`src/rtl/branch_seq_ctrl_pkg.sv`:
```
// Shared constants for the ID-stage branch sequencer: MIPS branch opcodes,
// REGIMM sub-ops, the zero word and the sequencer state encoding.
package branch_seq_ctrl_pkg;

    localparam logic [5:0]  REGIMM_INST = 6'b000001;
    localparam logic [5:0]  BEQ         = 6'b000100;
    localparam logic [5:0]  BNE         = 6'b000101;
    localparam logic [5:0]  BLEZ        = 6'b000110;
    localparam logic [5:0]  BGTZ        = 6'b000111;

    localparam logic [4:0]  BLTZ        = 5'b00000;
    localparam logic [4:0]  BGEZ        = 5'b00001;
    localparam logic [4:0]  BLTZAL      = 5'b10000;
    localparam logic [4:0]  BGEZAL      = 5'b10001;

    localparam logic [31:0] ZeroWord    = 32'h0000_0000;

    typedef enum logic [1:0] {
        BSC_IDLE     = 2'd0,
        BSC_WAIT     = 2'd1,
        BSC_RESOLVE  = 2'd2,
        BSC_REDIRECT = 2'd3
    } bsc_state_t;

    // True for any op/rt pair the sequencer knows how to resolve.
    function automatic logic is_known_branch(input logic [5:0] op, input logic [4:0] rt);
        logic known;
        case (op)
            BEQ, BNE, BLEZ, BGTZ: known = 1'b1;
            REGIMM_INST:          known = (rt == BLTZ) || (rt == BGEZ) ||
                                          (rt == BLTZAL) || (rt == BGEZAL);
            default:              known = 1'b0;
        endcase
        return known;
    endfunction

    function automatic logic is_link_branch(input logic [5:0] op, input logic [4:0] rt);
        return (op == REGIMM_INST) && ((rt == BLTZAL) || (rt == BGEZAL));
    endfunction

endpackage

```
`src/rtl/branch_seq_ctrl_perf_cnt.sv`:
```
// Branch performance counters (redirects, taken redirects, stall cycles).
// Only instantiated when BRANCH_SEQ_PERF_EN is defined; counters wrap.
module branch_perf_cnt (
    input  logic        clk,
    input  logic        resetn,
    input  logic        redirect,
    input  logic        taken,
    input  logic        stall,
    output logic [31:0] perf_branches,
    output logic [31:0] perf_taken,
    output logic [31:0] perf_stall_cycles
);

    // Free-running event counters.
    always_ff @(posedge clk or negedge resetn) begin
        if (!resetn) begin
            perf_branches     <= 32'd0;
            perf_taken        <= 32'd0;
            perf_stall_cycles <= 32'd0;
        end else begin
            if (redirect) begin
                perf_branches <= perf_branches + 32'd1;
            end
            if (redirect && taken) begin
                perf_taken <= perf_taken + 32'd1;
            end
            if (stall) begin
                perf_stall_cycles <= perf_stall_cycles + 32'd1;
            end
        end
    end

endmodule

```
`src/rtl/branch_seq_ctrl.sv`:
```
// ID-stage branch sequencer: waits for forwardable operands, samples the
// comparator, then pulses a PC redirect / link write. Optional BRANCH_SEQ_PERF_EN.
module branch_seq_ctrl
    import branch_seq_ctrl_pkg::*;
#(
    parameter int MAX_WAIT   = 16,
    parameter int WAIT_CNT_W = 8
) (
    input  logic        clk,
    input  logic        resetn,
    input  logic        id_valid,
    input  logic        id_is_branch,
    input  logic [5:0]  id_op,
    input  logic [4:0]  id_rt,
    input  logic [31:0] id_pc,
    input  logic [31:0] id_target,
    input  logic        opnd_ready,
    input  logic        cmp_taken,
    input  logic        id_flush,
    output logic        id_stall,
    output logic        pc_redirect,
    output logic [31:0] redirect_pc,
    output logic        link_we,
    output logic [31:0] link_addr,
    output logic        busy,
    output logic        hazard_err
`ifdef BRANCH_SEQ_PERF_EN
    ,
    output logic [31:0] perf_branches,
    output logic [31:0] perf_taken,
    output logic [31:0] perf_stall_cycles
`endif
);

    localparam logic [WAIT_CNT_W-1:0] WAIT_LIMIT = WAIT_CNT_W'(MAX_WAIT);
    localparam logic [WAIT_CNT_W-1:0] WAIT_SAT   = {WAIT_CNT_W{1'b1}};

    bsc_state_t             state_r, state_nxt_s;
    logic                   accept_s;
    logic [31:0]            pc_r, target_r, pc_plus8_s;
    logic [5:0]             op_r;
    logic [4:0]             rt_r;
    logic [WAIT_CNT_W-1:0]  wait_cnt_r;
    logic [31:0]            redirect_pc_r, link_addr_r;
    logic                   link_r, hazard_err_r;

    assign accept_s   = id_valid & id_is_branch & (state_r == BSC_IDLE) & ~id_flush;
    assign pc_plus8_s = pc_r + 32'd8;

    // Next-state logic; a flush always returns to IDLE.
    always_comb begin
        state_nxt_s = state_r;
        if (id_flush) begin
            state_nxt_s = BSC_IDLE;
        end else begin
            case (state_r)
                BSC_IDLE: begin
                    if (accept_s) begin
                        state_nxt_s = opnd_ready ? BSC_RESOLVE : BSC_WAIT;
                    end else begin
                        state_nxt_s = BSC_IDLE;
                    end
                end
                BSC_WAIT: begin
                    if (opnd_ready) begin
                        state_nxt_s = BSC_RESOLVE;
                    end else begin
                        state_nxt_s = BSC_WAIT;
                    end
                end
                BSC_RESOLVE:  state_nxt_s = BSC_REDIRECT;
                BSC_REDIRECT: state_nxt_s = BSC_IDLE;
                default:      state_nxt_s = BSC_IDLE;
            endcase
        end
    end

    // State register.
    always_ff @(posedge clk or negedge resetn) begin
        if (!resetn) begin
            state_r <= BSC_IDLE;
        end else begin
            state_r <= state_nxt_s;
        end
    end

    // Branch capture on accept.
    always_ff @(posedge clk or negedge resetn) begin
        if (!resetn) begin
            pc_r     <= ZeroWord;
            target_r <= ZeroWord;
            op_r     <= 6'd0;
            rt_r     <= 5'd0;
        end else if (accept_s) begin
            pc_r     <= id_pc;
            target_r <= id_target;
            op_r     <= id_op;
            rt_r     <= id_rt;
        end
    end

    // Operand-wait counter and sticky hazard flag.
    always_ff @(posedge clk or negedge resetn) begin
        if (!resetn) begin
            wait_cnt_r   <= '0;
            hazard_err_r <= 1'b0;
        end else begin
            if (state_r == BSC_WAIT && state_nxt_s == BSC_WAIT) begin
                wait_cnt_r <= (wait_cnt_r == WAIT_SAT) ? wait_cnt_r : wait_cnt_r + 1'b1;
            end else begin
                wait_cnt_r <= '0;
            end
            if (state_r == BSC_WAIT && wait_cnt_r == WAIT_LIMIT) begin
                hazard_err_r <= 1'b1;
            end
        end
    end

    // Resolve: unknown ops fall through to pc+8 like a not-taken branch.
    always_ff @(posedge clk or negedge resetn) begin
        if (!resetn) begin
            redirect_pc_r <= ZeroWord;
            link_addr_r   <= ZeroWord;
            link_r        <= 1'b0;
        end else if (state_r == BSC_RESOLVE) begin
            redirect_pc_r <= (cmp_taken && is_known_branch(op_r, rt_r)) ? target_r : pc_plus8_s;
            link_addr_r   <= pc_plus8_s;
            link_r        <= is_link_branch(op_r, rt_r);
        end
    end

    assign id_stall    = accept_s | (state_r == BSC_WAIT) | (state_r == BSC_RESOLVE);
    assign pc_redirect = (state_r == BSC_REDIRECT) & ~id_flush;
    assign link_we     = (state_r == BSC_REDIRECT) & link_r & ~id_flush;
    assign redirect_pc = redirect_pc_r;
    assign link_addr   = link_addr_r;
    assign busy        = (state_r != BSC_IDLE);
    assign hazard_err  = hazard_err_r;

`ifdef BRANCH_SEQ_PERF_EN
    logic taken_r;

    // Taken flag of the branch currently being redirected.
    always_ff @(posedge clk or negedge resetn) begin
        if (!resetn) begin
            taken_r <= 1'b0;
        end else if (state_r == BSC_RESOLVE) begin
            taken_r <= cmp_taken & is_known_branch(op_r, rt_r);
        end
    end

    branch_perf_cnt u_perf (
        .clk               (clk),
        .resetn            (resetn),
        .redirect          (pc_redirect),
        .taken             (taken_r),
        .stall             (id_stall),
        .perf_branches     (perf_branches),
        .perf_taken        (perf_taken),
        .perf_stall_cycles (perf_stall_cycles)
    );
`endif

endmodule
```
`config.mk`:
```
export PLATFORM = sky130hd
export DESIGN_NAME = branch_seq_ctrl
export DESIGN_NICKNAME = d
export VERILOG_FILES = /design/src/rtl/branch_seq_ctrl_pkg.sv /design/src/rtl/branch_seq_ctrl_perf_cnt.sv /design/src/rtl/branch_seq_ctrl.sv
export SDC_FILE = /design/constraint.sdc
export NUM_CORES = 1
export LEC_CHECK = 0
export CORE_MARGIN = 2
export CORE_UTILIZATION = 50
export CTS_CLUSTER_SIZE = 16
export DETAILED_ROUTE_END_ITERATION = 8
export GPL_ROUTABILITY_DRIVEN = 0
export PLACE_DENSITY = 0.91
export RECOVER_POWER = 25
export SYNTH_ARGS = -nofsm -noshare
export SYNTH_HDL_FRONTEND = slang
export SYNTH_SLANG_ARGS = --single-unit
```
`constraint.sdc`:
```
create_clock -name clk -period 1.9 [get_ports clk]
set_input_delay 0.38 -clock clk [delete_from_list [all_inputs] [get_ports clk]]
set_output_delay 0.38 -clock clk [all_outputs]
set_load 0.05 [all_outputs]
```
==> results.toml <==
[global_routing]
grt_pass1_vias = 5652
grt_use_total_pct = 26.7
grt_util_met2_pct = 43.7
met3_usage_pct = 6.94
grt_start_max_net_pins = 83
grt_pass1_wl_um = 29100
antenna_found_initial = 0
grt_busiest_layer = "met2"
gr-usage-met1_pct = 32.8
grt-ovfl-total = 0

[routing]
num_vias = 5600
drc = 0
dr.pass1.iters = 5
first_iter_violations = 650
routed_via_density = 5.74
post_drt_wl_per_cell_um = 19.2
drt_wl_total_um = 18700
detail-route-antenna-nets = 0

[synthesis]
avgSynthCellArea_um2 = 11.1
synth_seq_area_share_pct = 56.3
syn_nets = 684
yosys_warnings = 0
netlist_area_um2 = 6670
synthArstFlopShare_pct = 100
synthFlopType = "dfrtp_1"
ys_types = 52
synth_seq_cells = 150
syn_inst = 599
synth_edf_count = 0

[clocking]
cts_buffers = 17
cts.sinks = 150
cts_tree = "yes"
clockBufferDepth = 2
clkTransAtPathRegs_ns = 0.06
insertion_delay_ns = 0.43
root_buffer = "clkbuf_16"
htreeDepth = 4

[worst_setup_path]
crit_slowest_cell = "dfrtp_1"
path_max_fanout = 2
path_class = "reg -> out"
r2r_end = "redirect_pc[28]"
cp.arrival_ns = 1.59
r2r_start = "pc_r[23]"
rrSetupSlack_ns = 0.03
critPathRequiredTime_ns = 1.52
start_kind = "flip-flop"
startpoint = "state_r[1]"
r2r_cells = 5
crit_end = "id_stall"
endpoint_kind = "primary output"
path_cells = "or2_4 -> nor3_4 -> nand3b_1 -> buf_12"
cpPeakStageDelay_ns = 0.38

[timing]
rsz0062_at_grt = "yes"
fmax_mhz = 508
setup_ws_ns = -0.0697
finalCritPeriodShare_pct = 104
hold_viol_final = 0
min_period_ns = 1.97
slew_viol_final = 0
setup_violations = 1
max-slew-margin-rel_pct = 29.8
tightest_slew_ns = 1.05
clock_skew_ns = 0.00952
fin_tns_setup_ns = -0.0697

[pwr]
power_mw = 14.3
p_per_area_nw_per_um2 = 1530
p_leak_nw = 4.23
irDropWorstVdd_uv = 702

[floorplanning]
dieHeight_um = 119
die_area_um2 = 14300
core-area_um2 = 13100
num_io_pins = 151
die_w_um = 119
initial_core_util_pct = 50.7
row_count = 42

[place]
io_buffer_count = 149
placed_area_um2 = 8600
dp_hpwl_um = 12700
place_inst = 932

[cells_and_area]
final_cell_area_um2 = 9360
utilization_pct = 71.3
syn2layout_area_growth_pct = 40.5
diodes = 0
fin_nets = 871
final_cells = 975
drive_gt1_share_pct = 26.0

[outcome]
violations = "negative setup slack"
status = "finished with violations"

[hold_path]
hold_class = "reg -> reg"
min_from = "hazard_err"

[flow_run]
maxCapViolCount = 0
-- logic make-up (layout without fill, tap and decap cells) --
logic type / Yosys count / count (layout) / share of synthesized area (%)
fa+ha+maj: 3 / 3 / 0.563
simple gates: 219 / 219 / 16.1
mux: 79 / 79 / 13.2
flops: 150 / 150 / 56.3
xor+xnor: 23 / 23 / 3.02
buf+inv: 36 / 236 / 2.67
compound gates: 89 / 89 / 8.16
-- cell usage after synthesis, types with 2 or more instances --
cell type / instances / share of area [%]
mux2i_1: 7 / 1.1
nor3_1: 9 / 0.68
a31oi_1: 10 / 0.94
nor4_1: 3 / 0.28
nand3_2: 2 / 0.30
nor4_2: 2 / 0.38
nor3_2: 2 / 0.30
nor2b_1: 4 / 0.38
mux2_2: 58 / 9.8
nand4_1: 13 / 1.2
clkbuf_1: 17 / 0.96
or2_1: 4 / 0.38
and4_1: 4 / 0.53
or3_1: 2 / 0.19
and3_1: 6 / 0.56
nand3_1: 16 / 1.2
o22ai_1: 3 / 0.28
and2_1: 3 / 0.28
dfrtp_1: 150 / 56
nand2b_1: 5 / 0.47
o21ai_0: 15 / 1.1
o21ai_1: 31 / 2.3
xor2_1: 13 / 1.7
buf_2: 7 / 0.53
nand2_1: 112 / 6.3
nor2_1: 26 / 1.5
mux2_1: 14 / 2.4
buf_6: 2 / 0.34
ha_1: 3 / 0.56
buf_4: 5 / 0.56
o31a_1: 5 / 0.66
o211ai_1: 8 / 0.90
xnor2_1: 10 / 1.3
a21oi_1: 6 / 0.45
inv_1: 5 / 0.28
-- cell type report --
class,instances,area (µm²)
clock buffers,20,447
clock inverters,12,178
fillers,875,3770
inverters,5,18.8
multi-input cells,413,2860
flip-flops and latches,150,3760
well taps,176,220
repair buffers,199,1880
-- layer usage --
metal  vias to the layer above  routed length, µm
met1                      2751               7430
met3                        62               1290
met2                       307               9250
met5                         -                  0
li1                       2480                  -
met4                         0                734
-- registers in the layout, indices dropped and copies added (netlist names) --
register and count:
hazard_err 1, link_addr 32, link_r 1, op_r 6, pc_r 32, redirect_pc 32, rt_r 4, state_r 2
target_r 32, wait_cnt_r 8
-- critical path, delay by kind of cell, from the launching register on --
family	cells	cell delay [ns]
DFF	1	0.38
buffers and inverters	1	0.15
and+or+nand+nor	3	0.64
-- worst min-delay path by stage --
stage | end | slack [ns] | cells past startpoint
2_1_floorplan | hazard_err | 0.08 | 0
3_3_place_gp | wait_cnt_r[5] | 0.31 | 1
3_5_place_dp | wait_cnt_r[4] | 0.31 | 1
4_1_cts | wait_cnt_r[4] | 0.43 | 2
5_1_grt | redirect_pc[10] | 0.51 | 2
6_report | hazard_err | 0.47 | 1
-- cell usage in the layout, fill, tap and decap left out, drive strengths merged, types with 5 or more instances in the layout --
master         count
and3               6
buf               84
o21ai             46
o211ai             8
nor4               6
nor2              26
nor3              11
xnor2             10
clkinv             7
clkbuf            21
a21oi              6
nand2            113
inv                5
nand4             14
nand2b             5
mux2i              7
dfrtp            150
nand3             18
dlygate4sd2       35
clkdlybuf4s50     78
mux2              72
xor2              13
a31oi             10
o31a               5
-- what timing repair did --
item | 4_1_cts | 5_1_grt
hold endpoints to repair | 40 | 0
buffers inserted | 3 | 7
hold buffers | 1 | 0
pin swaps | 2 | 5
resized for setup | 41 | 21
endpoints found under the setup margin | 43 | 42
-- through the flow --
stage / setup slack, ns / hold slack, ns
2_1_floorplan: -0.227 / 0.0844
6_report: -0.0697 / 0.472
3_3_place_gp: -0.00152 / 0.309
3_5_place_dp: -0.0737 / 0.315
4_1_cts: -0.0785 / 0.431
5_1_grt: -0.115 / 0.505
-- where the power goes --
group          internal (mW)  leakage [nW]  total, mW  switching [mW]
combinational           1.85          2.10       5.70            3.85
clock                   2.23         0.304       3.55            1.32
sequential              4.26          1.82       5.06           0.800
total                   8.34          4.23       14.3            5.97
(Power assumes the default switching activity.)
